===== src/rtl/mem_alu_seq.sv =====
// mem_alu_seq: DEPTH-entry register file with a one-step-per-cycle SUM/DOT/MAX/MIN reduction engine.
// Optional macro MEM_ALU_SAT_EN: SUM/DOT accumulation clamps at all-ones instead of wrapping.
module mem_alu_seq #(
  parameter int ADDR_WIDTH = 2,
  parameter int DATA_WIDTH = 8,
  parameter int RES_WIDTH  = 16
) (
  input  logic                  clk,
  input  logic                  reset,
  input  logic                  enable,
  input  logic                  rd_wr,
  input  logic [ADDR_WIDTH-1:0] addr,
  input  logic [DATA_WIDTH-1:0] wr_data,
  output logic [DATA_WIDTH-1:0] rd_data,
  input  logic                  start,
  input  logic [1:0]            op,
  output logic                  busy,
  output logic                  res_valid,
  output logic [RES_WIDTH-1:0]  res_out
);

  localparam int DEPTH = 2**ADDR_WIDTH;
  localparam int SUM_W = RES_WIDTH + 1;

  typedef enum logic [1:0] {IDLE = 2'b00, RUN = 2'b01, DONE = 2'b10} state_t;
  typedef enum logic [1:0] {OP_SUM = 2'b00, OP_DOT = 2'b01, OP_MAX = 2'b10, OP_MIN = 2'b11} op_t;

  state_t                state_r;
  op_t                   op_r;
  logic [DATA_WIDTH-1:0] mem_r [DEPTH];
  logic [ADDR_WIDTH-1:0] idx_r;
  logic [RES_WIDTH-1:0]  acc_r;
  logic [DATA_WIDTH-1:0] rd_data_r;
  logic                  busy_r;
  logic                  res_valid_r;
  logic [RES_WIDTH-1:0]  res_out_r;

  logic [ADDR_WIDTH-1:0]   ev_addr_s;
  logic [ADDR_WIDTH-1:0]   od_addr_s;
  logic [DATA_WIDTH-1:0]   cur_s;
  logic [RES_WIDTH-1:0]    cur_ext_s;
  logic [2*DATA_WIDTH-1:0] prod_s;
  logic [SUM_W-1:0]        addend_s;
  logic [SUM_W-1:0]        sum_s;
  logic                    last_step_s;
  logic [RES_WIDTH-1:0]    acc_next_s;

  assign rd_data   = rd_data_r;
  assign busy      = busy_r;
  assign res_valid = res_valid_r;
  assign res_out   = res_out_r;

  // Datapath for the current RUN step; DOT walks the file in (2i, 2i+1) pairs.
  always_comb begin
    ev_addr_s   = idx_r << 1;
    od_addr_s   = ev_addr_s | ADDR_WIDTH'(1'b1);
    cur_s       = mem_r[idx_r];
    cur_ext_s   = RES_WIDTH'(cur_s);
    prod_s      = {{DATA_WIDTH{1'b0}}, mem_r[ev_addr_s]} * {{DATA_WIDTH{1'b0}}, mem_r[od_addr_s]};
    addend_s    = (op_r == OP_DOT) ? SUM_W'(prod_s) : SUM_W'(cur_s);
    sum_s       = {1'b0, acc_r} + addend_s;
    last_step_s = (op_r == OP_DOT) ? (idx_r == ADDR_WIDTH'(DEPTH/2 - 1))
                                   : (idx_r == ADDR_WIDTH'(DEPTH - 1));
    acc_next_s  = acc_r;
    case (op_r)
      OP_SUM, OP_DOT: begin
`ifdef MEM_ALU_SAT_EN
        // An all-ones acc plus any nonzero addend overflows again, so the clamp is sticky.
        if (sum_s[RES_WIDTH]) begin
          acc_next_s = {RES_WIDTH{1'b1}};
        end else begin
          acc_next_s = sum_s[RES_WIDTH-1:0];
        end
`else
        acc_next_s = sum_s[RES_WIDTH-1:0];
`endif
      end
      OP_MAX: begin
        if (idx_r == {ADDR_WIDTH{1'b0}}) begin
          acc_next_s = cur_ext_s;
        end else if (cur_ext_s > acc_r) begin
          acc_next_s = cur_ext_s;
        end else begin
          acc_next_s = acc_r;
        end
      end
      OP_MIN: begin
        if (idx_r == {ADDR_WIDTH{1'b0}}) begin
          acc_next_s = cur_ext_s;
        end else if (cur_ext_s < acc_r) begin
          acc_next_s = cur_ext_s;
        end else begin
          acc_next_s = acc_r;
        end
      end
      default: acc_next_s = acc_r;
    endcase
  end

  // Register file, bus read port, control FSM and registered result outputs.
  always_ff @(posedge clk) begin
    if (!reset) begin
      for (int i = 0; i < DEPTH; i++) begin
        mem_r[i] <= {DATA_WIDTH{1'b0}};
      end
      state_r     <= IDLE;
      op_r        <= OP_SUM;
      idx_r       <= {ADDR_WIDTH{1'b0}};
      acc_r       <= {RES_WIDTH{1'b0}};
      rd_data_r   <= {DATA_WIDTH{1'b0}};
      busy_r      <= 1'b0;
      res_valid_r <= 1'b0;
      res_out_r   <= {RES_WIDTH{1'b0}};
    end else begin
      res_valid_r <= 1'b0;
      if (enable && rd_wr) begin
        rd_data_r <= mem_r[addr];
      end
      case (state_r)
        IDLE: begin
          if (enable && !rd_wr) begin
            mem_r[addr] <= wr_data;
          end
          if (start) begin
            state_r <= RUN;
            op_r    <= op_t'(op);
            acc_r   <= {RES_WIDTH{1'b0}};
            idx_r   <= {ADDR_WIDTH{1'b0}};
            busy_r  <= 1'b1;
          end
        end
        RUN: begin
          acc_r <= acc_next_s;
          idx_r <= idx_r + ADDR_WIDTH'(1'b1);
          if (last_step_s) begin
            state_r     <= DONE;
            res_valid_r <= 1'b1;
            res_out_r   <= acc_next_s;
          end
        end
        DONE: begin
          state_r <= IDLE;
          busy_r  <= 1'b0;
        end
        default: begin
          state_r <= IDLE;
          busy_r  <= 1'b0;
        end
      endcase
    end
  end

endmodule


===== config.mk =====
export PLATFORM = sky130hd
export DESIGN_NAME = mem_alu_seq
export DESIGN_NICKNAME = d
export VERILOG_FILES = /design/src/rtl/mem_alu_seq.sv
export SDC_FILE = /design/constraint.sdc
export NUM_CORES = 1
export LEC_CHECK = 0
export ABC_AREA = 1
export CORE_MARGIN = 5
export CORE_UTILIZATION = 40
export DETAILED_ROUTE_END_ITERATION = 8
export HOLD_SLACK_MARGIN = 0.03
export PLACE_DENSITY_LB_ADDON = 0.1
export SLEW_MARGIN = 25
export SYNTH_ARGS = -nofsm -noshare
export SYNTH_HDL_FRONTEND = slang
export SYNTH_SLANG_ARGS = --single-unit

===== constraint.sdc =====
create_clock -name clk -period 7.2 [get_ports clk]
set_input_delay 0.72 -clock clk [delete_from_list [all_inputs] [get_ports clk]]
set_output_delay 0.72 -clock clk [all_outputs]
set_load 0.01 [all_outputs]

==> results.md <==
- Outcome: completed
- Critical path type: flip-flop to flip-flop
- Yosys reg bits: 83
- Layout area overhead: 12.6%
- Largest net degree at the start of global routing: 34
- Worst min path class: flip-flop to flip-flop
- Root buf cell: clkbuf_16
- DR WL/cell: between 15 and 20 µm
- Iter 0 DRT Violations: about 340
- Met2 GRT Util: around a third
- PortBufs: 42
- Worst setup SP type: flip-flop
- Via count: between 6000 and 7000
- Max-Cap Viols: 0
- RSZ-0062 raised after global routing: no
- Post-route ant nets: 0
- Setup_tns: 0 ns
- # H-tree levels: 3
- Top cells by area, synth: dfxtp_1 (14%), edfxtp_1 (13%), ha_1 (10%)
- Final GP Congestion: 0.834
- Post-CTS setup buffer count: 0
- Share of cells above drive strength 1: under 10%
- Compound-Gate Fraction of Synth Area: between 10% and 20%
- Clk sinks: 83
- Slew margin rel.: roughly a third
- Leakage power total: roughly 3.8 nW
- I/O pins: between 40 and 50
- Synth Flop Type: dfxtp_1
- CP arrival: ~6.6 ns
- Reg2reg end: acc_r[14]
- Ant diodes: 0
- Hold Vio Cnt, Final: 0
- Main combinational cell family by area after synthesis: simple AND/OR/NAND/NOR gates
- Cts repair resizes: 0
- Final nets: 1112
- Mapped Nets: ~1100
- Fmax: between 150 and 200 MHz
- Adder-Cell Fraction of Synth Area: 20.8%
- CTS tree: built
- Reg2Reg Setup Slack: 0.83 ns
- Hold path endpoint: res_out[0]
- Post-Synthesis Cell Area: around 7200 µm²
- Core area: around 18000 µm²
- Post-Syn Instances: around 1000
- Syn avg cell area: 7.37 µm²
- Worst vdd ir: 124 µV
- DRC violations left: 0
- Row count: 49
- Cell taking the most area after synthesis: dfxtp_1
- Worst hold stages: 2
- Worst Tran Pin Value: ~1.0 ns
- Mux contribution to synthesized area: less than 1%
- End-of-flow core utilization: between 40 and 50%
- Total clock buffers created by CTS: 9
- Layer with the highest usage: met2
- Initial Util: approximately two fifths
- Max Slew Vio Count: 0
- Synth Area in XOR/XNOR: 0.734%
- Data required time of the worst path: between 7 and 8 ns
- Endpoints failing setup: 0
- Simple-gate portion of the synthesized area: between 20% and 30%
- Grt ovf: 0
- GR Layer Usage met3: between 2 and 3%
- PD cells: ~220 nW/µm²
- Vias in the first global route: 6257
- Die Area: 20700 µm²
- Aggregate global-route resource usage: 20.2%
- Drt first pass iters: 5
- Post-synth top area share: between 10% and 20%
- Detailed Place HPWL: 15.4 mm
- Height of the die: around 140 µm
- Worst R2R Path Depth: 25
- Vias/cell: 5.15
- Synth Warn #: 0
- Hold buffers post-CTS: 0
- Fin crit share: ~90%
- Clock latency on the worst-skew pair: 0.35 ns
- Hold Crit Start: res_out[0]
- Routed wire length: 19.7 mm
- First-pass GRT wire length: about 33 mm
- Max FO, Critical Path: 27
- Clk slew on worst S/H paths: roughly 0.070 ns
- # fillers: approximately 1900
- CTS max path bufs: 2
- Crit end category: flip-flop
- Antenna violations before repair: 0
- Yosys cell types: 46
- Met1 Use GR: slightly below 30%
- Die Width: ~140 µm
- Setup Skew: 0.0108 ns
- Fin crit period: roughly 6.4 ns
- Async SR Flop Fraction: 0%
- Post-synth EDFFs: 32
- Seq/Total Area, Yosys: approximately 28%
[flip-flops by register name, indices dropped and copies added, names as in the netlist, named ones only]
| register | cells |
|---|---|
| rd_data | 8 |
| mem_r | 32 |
| res_valid | 1 |
| res_out | 16 |
| idx_r | 2 |
| busy | 1 |
| state_r | 2 |
| acc_r | 16 |
| op_r | 2 |
[Yosys cell counts (12+ instances only)]
library cell	n
or2_2	12
o21ai_1	15
nand4_1	13
fa_1	37
dfxtp_1	51
a31oi_1	12
edfxtp_1	32
nor2_1	116
o21ai_0	65
inv_1	132
nand3_1	74
a21oi_1	82
clkbuf_1	19
ha_1	60
nand2_1	177
[cell type report]
cell class	count	area [µm²]	area share (%)
clock buffers	9	225	2.79
clock inverters	7	78.8	0.978
inverters	140	528	6.55
multi-input cells	718	4510	55.9
flip-flops and latches	83	1980	24.6
well taps	229	287	3.55
repair buffers	46	450	5.59
[cell usage in the layout (no fill, tap or decap), drive strengths merged, types with 13 or more instances in the layout]
cell / instances
clkdlybuf4s50: 42
a21oi: 85
fa: 37
o21ai: 80
dfxtp: 51
inv: 137
nand3: 80
ha: 60
nand2: 180
nor2: 119
nand4: 13
edfxtp: 32
[worst max-delay path, cell delays in order (launching register included)]
cell and delay (ns):
dfxtp_2 0.65, mux2i_1 0.66, or2_2 0.24, fa_1 0.43, fa_1 0.49, inv_1 0.05, fa_1 0.47, inv_1 0.05
fa_1 0.52, inv_1 0.04, ha_1 0.37, a21oi_1 0.16, o21ai_0 0.11, a21oi_1 0.20, nor3_1 0.07, nor2_1 0.12
o21ai_0 0.08, a21oi_1 0.14, ha_1 0.30, a21oi_1 0.17, nor2_1 0.05, a211oi_1 0.27, a21oi_1 0.11, o21ai_1 0.29
nand2_1 0.10, a21oi_1 0.13
[metrics by stage]
step,std cells,power [mW],worst slack [ns],hold slack (ns),area [µm²]
after floorplan,971,1.13,1.51,0.463,7160
after CTS,1232,1.81,0.469,0.477,8060
final,1232,1.79,0.832,0.472,8060
after detailed placement,1216,1.33,0.506,0.461,7750
after global routing,1232,1.94,0.315,0.495,8060
after global placement,1216,1.33,0.636,0.462,7750
[routing by layer]
metal	up-vias	part of all wire, %
li1	3273	-
met1	2939	51
met2	117	44
met3	20	3.7
met4	0	1.4
met5	-	0
[power by group]
group | internal (mW) | switching [mW]
registers | 0.511 | 0.0283
clock network | 0.271 | 0.207
logic | 0.278 | 0.494
[how the worst max path moves through the flow]
stage / slack, ns / depth (start not counted) / start / endpoint
floorplan: 1.51 / 31 / flip-flop / acc_r[15]
global placement: 0.64 / 28 / flip-flop / acc_r[15]
detailed placement: 0.51 / 25 / flip-flop / acc_r[14]
CTS: 0.47 / 25 / flip-flop / acc_r[14]
global route: 0.31 / 29 / flip-flop / acc_r[15]
finish: 0.83 / 25 / flip-flop / acc_r[14]
[cells by family after synthesis]
family	count (synthesis)
simple gates	414
mux	5
fa+ha+maj	97
buf+inv	170
xor+xnor	6
flops	83
compound gates	196
No activity file was read; power rests on OpenSTA's default activity.
